==> src/rtl/quad_pkg.sv <==
// rtl/quad_pkg.sv - shared types and constants for the UART command path
package quad_pkg;

  typedef enum logic [1:0] {
    CMD = 2'd0,
    HI  = 2'd1,
    LO  = 2'd2
  } rx_state_t;

  localparam logic [7:0] RESP_ACK  = 8'hA5;
  localparam int         FRAME_LEN = 3;

endpackage

==> src/rtl/uart_cmd_framer.sv <==
// rtl/uart_cmd_framer.sv - 3-byte command framer with inter-byte timeout
// and single-byte response transmit path with one-entry holding buffer.
module uart_cmd_framer
  import quad_pkg::*;
#(
  parameter int TIMEOUT_CYC = 100000,
  parameter int CNT_W       = $clog2(TIMEOUT_CYC)
) (
  input  logic        clk,
  input  logic        rst,
  input  logic        rx_rdy,
  input  logic [7:0]  rx_data,
  output logic        clr_rx_rdy,
  output logic        cmd_rdy,
  output logic [7:0]  cmd,
  output logic [15:0] data,
  input  logic        clr_cmd_rdy,
  input  logic        send_resp,
  input  logic [7:0]  resp,
  output logic        trmt,
  output logic [7:0]  tx_data,
  input  logic        tx_done,
  output logic        frm_err,
  output logic        frm_ovr,
  output logic        resp_drop
);

  rx_state_t        state, state_nxt;
  logic [7:0]       cmd_hold, hi_hold;
  logic [CNT_W-1:0] cnt;
  logic             cap_cmd, cap_hi, frame_done, tmo, term;

  logic             tx_busy, pend_vld;
  logic [7:0]       pend_byte;

  assign clr_rx_rdy = rx_rdy;
  assign term       = (cnt == CNT_W'(TIMEOUT_CYC - 1));

  always_ff @(posedge clk or posedge rst) begin
    if (rst) state <= CMD;
    else     state <= state_nxt;
  end

  // A capture always takes priority over the terminal count.
  always_comb begin
    state_nxt  = state;
    cap_cmd    = 1'b0;
    cap_hi     = 1'b0;
    frame_done = 1'b0;
    tmo        = 1'b0;
    case (state)
      CMD: if (rx_rdy) begin cap_cmd = 1'b1; state_nxt = HI; end
      HI: begin
        if (rx_rdy)    begin cap_hi = 1'b1; state_nxt = LO; end
        else if (term) begin tmo = 1'b1; state_nxt = CMD; end
      end
      LO: begin
        if (rx_rdy)    begin frame_done = 1'b1; state_nxt = CMD; end
        else if (term) begin tmo = 1'b1; state_nxt = CMD; end
      end
      default: state_nxt = CMD;
    endcase
  end

  always_ff @(posedge clk or posedge rst) begin
    if (rst) begin
      cmd_hold <= '0;
      hi_hold  <= '0;
      cnt      <= '0;
      cmd      <= '0;
      data     <= '0;
      cmd_rdy  <= 1'b0;
      frm_err  <= 1'b0;
      frm_ovr  <= 1'b0;
    end else begin
      if (cap_cmd) cmd_hold <= rx_data;
      if (cap_hi)  hi_hold  <= rx_data;
      if (rx_rdy || state_nxt == CMD) cnt <= '0;
      else                            cnt <= cnt + CNT_W'(1);
      if (frame_done) begin
        cmd  <= cmd_hold;
        data <= {hi_hold, rx_data};
      end
      cmd_rdy <= frame_done | (cmd_rdy & ~clr_cmd_rdy);
      frm_ovr <= frame_done & cmd_rdy;
      frm_err <= tmo;
    end
  end

  // tx_done is only meaningful while a byte is in flight.
  always_ff @(posedge clk or posedge rst) begin
    if (rst) begin
      tx_busy   <= 1'b0;
      pend_vld  <= 1'b0;
      pend_byte <= '0;
      tx_data   <= '0;
      trmt      <= 1'b0;
      resp_drop <= 1'b0;
    end else begin
      trmt      <= 1'b0;
      resp_drop <= 1'b0;
      if (tx_done && tx_busy) begin
        if (pend_vld) begin
          tx_data <= pend_byte;
          trmt    <= 1'b1;
          if (send_resp) pend_byte <= resp;
          else           pend_vld  <= 1'b0;
        end else if (send_resp) begin
          tx_data <= resp;
          trmt    <= 1'b1;
        end else begin
          tx_busy <= 1'b0;
        end
      end else if (send_resp) begin
        if (!tx_busy) begin
          tx_data <= resp;
          trmt    <= 1'b1;
          tx_busy <= 1'b1;
        end else if (!pend_vld) begin
          pend_byte <= resp;
          pend_vld  <= 1'b1;
        end else begin
          resp_drop <= 1'b1;
        end
      end
    end
  end

endmodule

==> config.mk <==
export PLATFORM = sky130hd
export DESIGN_NAME = uart_cmd_framer
export DESIGN_NICKNAME = d
export VERILOG_FILES = /design/src/rtl/quad_pkg.sv /design/src/rtl/uart_cmd_framer.sv
export SDC_FILE = /design/constraint.sdc
export NUM_CORES = 1
export LEC_CHECK = 0
export BUFFER_PORTS_ARGS = -buffer_cell sky130_fd_sc_hd__clkbuf_2
export CORE_MARGIN = 10
export CORE_UTILIZATION = 45
export CTS_BUF_LIST = sky130_fd_sc_hd__clkbuf_4
export DETAILED_ROUTE_END_ITERATION = 8
export PLACE_DENSITY = 0.76
export SYNTH_ARGS = -nofsm -noshare
export SYNTH_HDL_FRONTEND = slang
export SYNTH_SLANG_ARGS = --single-unit
==> constraint.sdc <==
create_clock -name clk -period 2.4 [get_ports clk]
set_input_delay 0.12 -clock clk [delete_from_list [all_inputs] [get_ports clk]]
set_output_delay 0.12 -clock clk [all_outputs]
set_load 0.005 [all_outputs]
==> results.cfg, run 1 <==
[status]
status = completed

[global_routing]
grt_pass1_wl_um = 11100
first_global_vias = 2384
grt_max_degree = 47
grt_overflow = 0
antenna_found_initial = 0
grt_usage_pct = 11.7

[clocking]
cts_buffer_depth = 2
root_buffer = clkbuf_4
cts.sinks = 82
cts_made_buffers = 9
cts_tree = done
h-tree-depth = 3
path_clk_slew_ps = 150
clk_latency_ps = 420
post-cts-setup-buffers = 0

[synth]
yosys-top-cells-count = dfrtp_1 (82), mux2_2 (47), nor2_1 (19), nand2_1 (18), o21ai_0 (14)
synth_warnings = 0
syn-cell-area_um2 = 3480
ys_top_cells_by_area = dfrtp_1 (59%), mux2_2 (15%), mux2i_1 (2.3%), ha_1 (2.2%), nor2_1 (2.0%)
synthFlopType = dfrtp_1
synth_top_cell_area_share_pct = 58.9
yosysTopAreaCell = dfrtp_1
syn_inst = 267
synth_nets = 295
yosysSeqAreaShare_pct = 58.9
synth_edf_count = 0
ys_seq_elements = 82
syn_avg_cell_area_um2 = 13.1
synth_most_common_cell = dfrtp_1
synthDistinctLibCells = 35
synthArstFlopShare_pct = 100

[layout]
syn_to_final_growth_pct = 22.0
diodes = 0
drive_gt1_share_pct = 37.2
nNetsFinal = 383

[worst_setup_path]
r2r_slack_ps = 540
critPathTopFamily = simple AND/OR/NAND/NOR gates
crit_path_start_kind = flop
cp_num_buf_inv = 0
crit_slowest_cell = o211ai_4
worstRegToRegCells = 5
r2r_start = cnt[0]$_DFF_PP0_
crit_arrival_ps = 2130
r2r-end = cnt[8]$_DFF_PP0_
end_kind = flop
cpPeakStageDelay_ps = 460
worstPathRequired_ps = 2670
crit_chain = ha_1 > and4_1 > nand4_4 > o211ai_4 > nor2_1
crit_type = reg -> reg
cp_max_fo = 17

[place]
gp_congestion = 0.820
place.port_buffers = 59
dpl.hpwl_um = 4690

[flow_run]
drv_cap = 0

[sta]
hold_slack_ps = 340
slew_violations = 0
setup_viol = 0
final.setup_skew_ps = 21.9
hold_viol_final = 0
period_minus_slack_ps = 1860
max_freq_ghz = 0.539
rsz0062_at_grt = false
max-slew-margin-rel_pct = 48.3
setup_tns_ps = 0
fin_crit_sh_pct = 77.3
worstMarginPinSlew_ps = 774

[floorplanning]
die_area_um2 = 11700
initial_core_util_pct = 45.6
io-pin-count = 60
core_um2 = 7650
std_cell_rows = 32
die_y_um = 108
die_w_um = 108

[drt]
drt-pass1-iter-count = 4
wl_um = 6490
avgViaCountPerCell = 4.87
vias = 2252
drc = 0
wl_per_cell_um = 14.1
drt_iter0_markers = 60
ant_nets = 0

[power_and_ir_drop]
power.density_nw_per_um2 = 984
p_leak_nw = 1.99
ir_drop_v = 0.000445
p_total_mw = 4.18

[min_path]
min_path_type = in -> async
-- metrics by stage --
stage	std cells	setup WS [ps]	util [%]	cell area [um2]
after detailed placement	424	541	50.8	3890
final	462	544	55.6	4250
after global routing	462	347	55.6	4250
after floorplan	267	172	-	3480
after CTS	462	520	55.6	4250
after global placement	424	616	50.8	3890
-- logic make-up after synthesis --
group,count (synthesis),synth area share [%]
and+or+nand+nor,69,11.2
AOI/OAI and AO/OA,24,4.20
adders and majority gates,6,2.15
DFF,82,58.9
xor gates and xnor gates,13,3.27
buffers and inverters,17,2.44
muxes,56,17.8
-- report_power, final --
group          switching, mW  internal [mW]
Clock                  0.480          0.324
Combinational          0.549          0.697
Sequential             0.258           1.88
-- worst max path at each step --
stage                          start            endpoint  slack, ps  cells after the start
finish              cnt[0]$_DFF_PP0_    cnt[8]$_DFF_PP0_        540                      5
global route        cnt[0]$_DFF_PP0_    cnt[8]$_DFF_PP0_        350                      5
CTS                 cnt[1]$_DFF_PP0_    cnt[8]$_DFF_PP0_        520                      5
detailed placement  cnt[0]$_DFF_PP0_    cnt[8]$_DFF_PP0_        540                      5
global placement    cnt[0]$_DFF_PP0_    cnt[6]$_DFF_PP0_        620                      5
floorplan                        rst  cmd[0]$_DFFE_PP0P_        170                      1
-- tightest hold or removal path: stages --
cell           delay, ps
dlygate4sd3_1        540
clkbuf_2             110
clkinv_2             510
-- state kept, by name, indices dropped and copies added (netlist names), 2 cells and up --
register   flops
cmd            8
cnt           17
hi_hold        8
data          16
state          2
tx_data        8
pend_byte      8
cmd_hold       8
-- metal layers --
layer	up-vias	GRT usage [%]	wire length (um)	share of wire [%]
li1	1112	-	-	-
met1	1095	13.6	2770	43
met2	36	19.6	3350	52
met3	9	3.27	273	4.2
met4	0	5.15	98	1.5
met5	-	0	0	0
-- area by class of cell --
cell class	instances	area, um2
Fill cell	634	3400
Sequential cell	82	2050
Multi-Input combinational cell	168	1350
Timing Repair Buffer	85	546
Tap cell	102	128
Clock inverter	7	76.3
Clock buffer	9	67.6
Inverter	9	35.0
-- what timing repair did --
action | 4_1_cts | 5_1_grt
gates resized for setup | 0 | 0
endpoints found under the hold margin | 85 | 0
hold buffers | 22 | 0
-- cells in the final DEF (no fill, tap or decap), types with 5 or more instances in the layout --
cell / netlist / layout
ha_1: 6 / 6
clkbuf_2: 0 / 59
nor3_1: 5 / 5
o21ai_0: 14 / 14
clkbuf_4: 0 / 9
a21oi_1: 5 / 5
xnor2_1: 5 / 5
xor2_1: 8 / 8
nand3_1: 5 / 5
inv_1: 9 / 8
mux2_2: 47 / 47
nand2_1: 18 / 18
dlygate4sd3_1: 0 / 22
nor2_1: 19 / 19
mux2i_1: 8 / 8
dfrtp_1: 82 / 82
(Power assumes the default switching activity.)
==> run 2: changes to the inputs <==
PLACE_DENSITY = 0.79   (was 0.76)
clock period = 1.7 ns   (was 2.4 ns; I/O delays follow)
==> run 2 against run 1 <==
Net effect: sequential share of layout area decreased by 1.5 points; cell area increased by 3.2%; die area unchanged; register-to-register slack got worse by 480 ps; non-clock buffer count increased by 8; first-iteration DRC count decreased by 30%; core utilization increased by 1.8 points; global-route usage increased by 0.46 points; flip-flop and latch count unchanged; fmax increased by 13%; critical endpoint is now pend_byte[5]$_DFFE_PP0P_; largest cell class unchanged; largest power group unchanged.
==> results.cfg, run 2 (synthesis results as in run 1) <==
[clocking]
root_buffer = clkbuf_4
h-tree-depth = 3
clk_latency_ps = 410
cts_made_buffers = 9
cts_tree = done
cts_buffer_depth = 2
path_clk_slew_ps = 130
cts.sinks = 82

[floorplanning]
io-pin-count = 60
die_w_um = 108
die_area_um2 = 11700
die_y_um = 108
std_cell_rows = 32
initial_core_util_pct = 45.6
core_um2 = 7650

[layout]
largest_register_ffs = 17
reg_top3 = cnt x17, data x16
final_common_cell = dfrtp_1
top_register = cnt
drive_gt1_share_pct = 39.9
mostFrequentLayoutCells = dfrtp_1 (82), clkbuf_2 (59), mux2_2 (47)
nNetsFinal = 391
fin_util_pct = 57.4
syn_to_final_growth_pct = 25.9

[drt]
wl_um = 6720
ant_nets = 0
wl_per_cell_um = 14.3
drc = 0
vias = 2283
drt_iter0_markers = 42
avgViaCountPerCell = 4.85
drt-pass1-iter-count = 4

[sta]
worstMarginPinSlew_ps = 444
hold_slack_ps = 320
fin_crit_sh_pct = 96.2
setup_viol = 0
max-slew-margin-rel_pct = 70.3
final.setup_skew_ps = 13.5
final.setup.worst_slack_ps = 64.0
slew_violations = 0
hold_viol_final = 0
rsz0062_at_grt = false
max_freq_ghz = 0.611
period_minus_slack_ps = 1640

[global_routing]
antenna_found_initial = 0
grt_usage_pct = 12.1
met2_usage_pct = 19.7
grt_pass1_wl_um = 11500
use_met1_pct = 14.8
first_global_vias = 2396
grt_max_degree = 83
grt_overflow = 0
grt.busiest_layer = met2
met3_usage_pct = 2.62

[place]
place_ws_ps = -142
dpl.hpwl_um = 4720
place.port_buffers = 59
gp_congestion = 0.802

[worst_setup_path]
worstPathRequired_ps = 2010
r2r_slack_ps = 60
crit_type = reg -> reg
end_kind = flop
crit_arrival_ps = 1940
cp_max_fo = 8
r2r_start = tx_busy$_DFFE_PP0P_
worstRegToRegCells = 4
crit_path_start_kind = flop
r2r-end = pend_byte[5]$_DFFE_PP0P_

[flow_run]
drv_cap = 0

[power_and_ir_drop]
p_total_mw = 6.11
p_leak_nw = 2.07
power.density_nw_per_um2 = 1390
ir_drop_v = 0.000906

[min_path]
min_path_type = in -> async

[status]
status = completed
[run 2: layout make-up]
cell class / instances / area [um2]
sequential: 82 / 2050
timing repair buffer: 93 / 653
clock buffer: 9 / 67.6
tap: 102 / 128
inverter: 9 / 37.5
clock inverter: 7 / 75.1
fill: 628 / 3260
antenna: 1 / 2.50
multi-input combinational: 168 / 1370
[run 2: per-layer routing]
metal / vias to the layer above / share of wire, %
li1: 1125 / -
met1: 1115 / 43
met2: 34 / 52
met3: 9 / 3.1
met4: 0 / 1.9
met5: - / 0
[run 2: per-stage QoR]
step / instance area [um2] / cells / TNS, ps
after floorplan: 3490 / 267 / 0
after global placement: 4000 / 432 / -359
after detailed placement: 4000 / 432 / -837
after CTS: 4370 / 470 / 0
after global routing: 4380 / 470 / 0
final: 4390 / 471 / 0
[run 2: power breakdown]
part | internal (mW) | switching [mW] | total (mW)
sequential | 2.65 | 0.369 | 3.02
clock | 0.462 | 0.687 | 1.15
combinational | 1.11 | 0.829 | 1.94
[run 2: worst max path at each step]
stage | from | endpoint | depth (start not counted)
6_report | tx_busy$_DFFE_PP0P_ | pend_byte[5]$_DFFE_PP0P_ | 4
5_1_grt | state[0]$_DFF_PP0_ | cnt[16]$_DFF_PP0_ | 8
4_1_cts | tx_busy$_DFFE_PP0P_ | pend_byte[5]$_DFFE_PP0P_ | 4
3_5_place_dp | tx_busy$_DFFE_PP0P_ | pend_byte[5]$_DFFE_PP0P_ | 4
3_3_place_gp | tx_busy$_DFFE_PP0P_ | pend_byte[5]$_DFFE_PP0P_ | 4
2_1_floorplan | tx_busy$_DFFE_PP0P_ | pend_byte[5]$_DFFE_PP0P_ | 5
[run 2: what timing repair did]
| action | in CTS | in global routing |
|---|---|---|
| endpoints found under the hold margin | 128 | 0 |
| endpoints found under the setup margin | 8 | 1 |
| setup buffers | 1 | 0 |
| hold buffers | 21 | 0 |
| pin swaps | 1 | 1 |
| gates resized for setup | 1 | 3 |
[run 2: worst max-delay path, stage by stage (launching register included)]
cell	delay (ps)
dfrtp_1	400
and2_4	170
ha_4	200
or3_4	450
mux2_4	320
==> run 3: changes to the inputs <==
BUFFER_PORTS_ARGS = -buffer_cell sky130_fd_sc_hd__buf_2   (was -buffer_cell sky130_fd_sc_hd__clkbuf_2)
TNS_END_PERCENT = 100   (was default)
==> run 3 against run 2 <==
Net effect: combinational power barely moved; worst setup slack improved by 6.8 ps; sequential share of layout area fell by 0.15 points.
==> results.cfg, run 3 (synthesis results as in run 1) <==
[global_routing]
first_global_vias = 2404
grt_pass1_wl_um = 11500
antenna_found_initial = 0
grt_max_degree = 83
grt_usage_pct = 12.1
grt_overflow = 0

[clocking]
cts_made_buffers = 9
path_clk_slew_ps = 140
h-tree-depth = 3
root_buffer = clkbuf_4
cts_tree = done
clk_latency_ps = 430
cts_buffer_depth = 2
cts.sinks = 82

[layout]
drive_gt1_share_pct = 40.7
mostFrequentLayoutCells = dfrtp_1 (82), buf_2 (59), mux2_2 (47)
syn_to_final_growth_pct = 26.3
final_common_cell = dfrtp_1
stdcell_area_um2 = 4400
largest_register_ffs = 17
nNetsFinal = 392
fin_util_pct = 57.5
diodes = 0
reg_top3 = cnt x17, data x16
top_register = cnt

[floorplanning]
die_area_um2 = 11700
std_cell_rows = 32
die_y_um = 108
core_um2 = 7650
io-pin-count = 60
initial_core_util_pct = 45.6
die_w_um = 108

[sta]
worstMarginPinSlew_ps = 452
period_minus_slack_ps = 1630
max_freq_ghz = 0.614
slew_violations = 0
rsz0062_at_grt = false
final.setup_skew_ps = 11.8
hold_viol_final = 0
setup_viol = 0
max-slew-margin-rel_pct = 69.8
fin_crit_sh_pct = 95.8

[drt]
avgViaCountPerCell = 4.93
wl_um = 6810
wl_per_cell_um = 14.5
ant_nets = 0
top_layer_used = met4
route.met3.wl_um = 266
wl_met2_um = 3490
drt_iter0_markers = 101
wirelength_met1_um = 2920
drc = 0
vias = 2322
drt-pass1-iter-count = 4

[power_and_ir_drop]
p_total_mw = 6.17
ir_drop_v = 0.000709
p_leak_nw = 2.08
power.density_nw_per_um2 = 1400

[worst_setup_path]
crit_slowest_cell = or3_4
crit_chain = and2_4 > ha_4 > or3_4 > mux2_4
cpPeakStageDelay_ps = 430
end_kind = flop
crit_type = reg -> reg
cp_max_fo = 8
crit_path_start_kind = flop
worstRegToRegCells = 4
worstPathRequired_ps = 2040
crit_arrival_ps = 1970

[flow_run]
drv_cap = 0

[place]
place.port_buffers = 59
dpl.hpwl_um = 4610
placed_area_um2 = 4000
gp_congestion = 0.820

[min_path]
min_path_type = in -> async

[status]
status = completed
-- run 3: cell types whose count changed in the layout (fill, tap and decap cells not counted), sizes merged --
cell	before	now
clkbuf	68	9
inv	11	12
clkinv	2	1
diode	1	0
buf	13	73
-- run 3: critical path, delay by kind of cell, from the launching register on --
family	cells	cell delay, ps
DFF	1	420
and+or+nand+nor	2	600
adders and majority gates	1	200
muxes	1	320
-- run 3: per-layer routing --
metal	vias up	track usage [%]
met5	-	0
met4	0	4.87
met3	13	3.45
met2	40	20.5
met1	1141	14.1
li1	1128	-
-- run 3: area by class of cell --
type	count	area (um2)
Inverter	9	37.5
Timing Repair Buffer	94	661
Multi-Input combinational cell	168	1370
Clock inverter	7	82.6
Clock buffer	9	67.6
Tap cell	102	128
Sequential cell	82	2050
Fill cell	645	3250
-- run 3: path summary, 6_finish.rpt --
| check | from | slack (ps) | to |
|---|---|---|---|
| max in group asynchronous | rst | 1070 | pend_byte[2]$_DFFE_PP0P_ |
| worst min register to register | tx_data[1]$_DFFE_PP0P_ | 490 | tx_data[1]$_DFFE_PP0P_ |
| worst max register to register | tx_busy$_DFFE_PP0P_ | 70 | pend_byte[5]$_DFFE_PP0P_ |
| worst max-delay path | tx_busy$_DFFE_PP0P_ | 70 | pend_byte[5]$_DFFE_PP0P_ |
| min in group clk | clr_cmd_rdy | 390 | cmd_rdy$_DFF_PP0_ |
| worst min-delay path | rst | 300 | data[15]$_DFFE_PP0P_ |
-- run 3: power breakdown --
part / leakage (nW) / switching, mW / total, mW / internal (mW)
clock network: 0.0808 / 0.736 / 1.21 / 0.476
logic: 0.977 / 0.841 / 1.97 / 1.13
registers: 1.02 / 0.335 / 2.98 / 2.65
-- run 3: repair_timing --
item / 4_1_cts / 5_1_grt
pin swaps: 1 / 1
resized for setup: 1 / 4
hold buffers: 21 / 0
buffers inserted: 0 / 2
setup endpoints to repair: 8 / 21
endpoints found under the hold margin: 128 / 0
-- run 3: metrics by stage --
step	setup slack (ps)	hold WS, ps	setup TNS (ps)	instances
floorplan	2.36	181	0	267
global placement	-72.9	235	-317	432
detailed placement	-133	235	-724	432
CTS	20.8	296	0	469
global route	10.3	321	0	471
finish	70.8	304	0	471
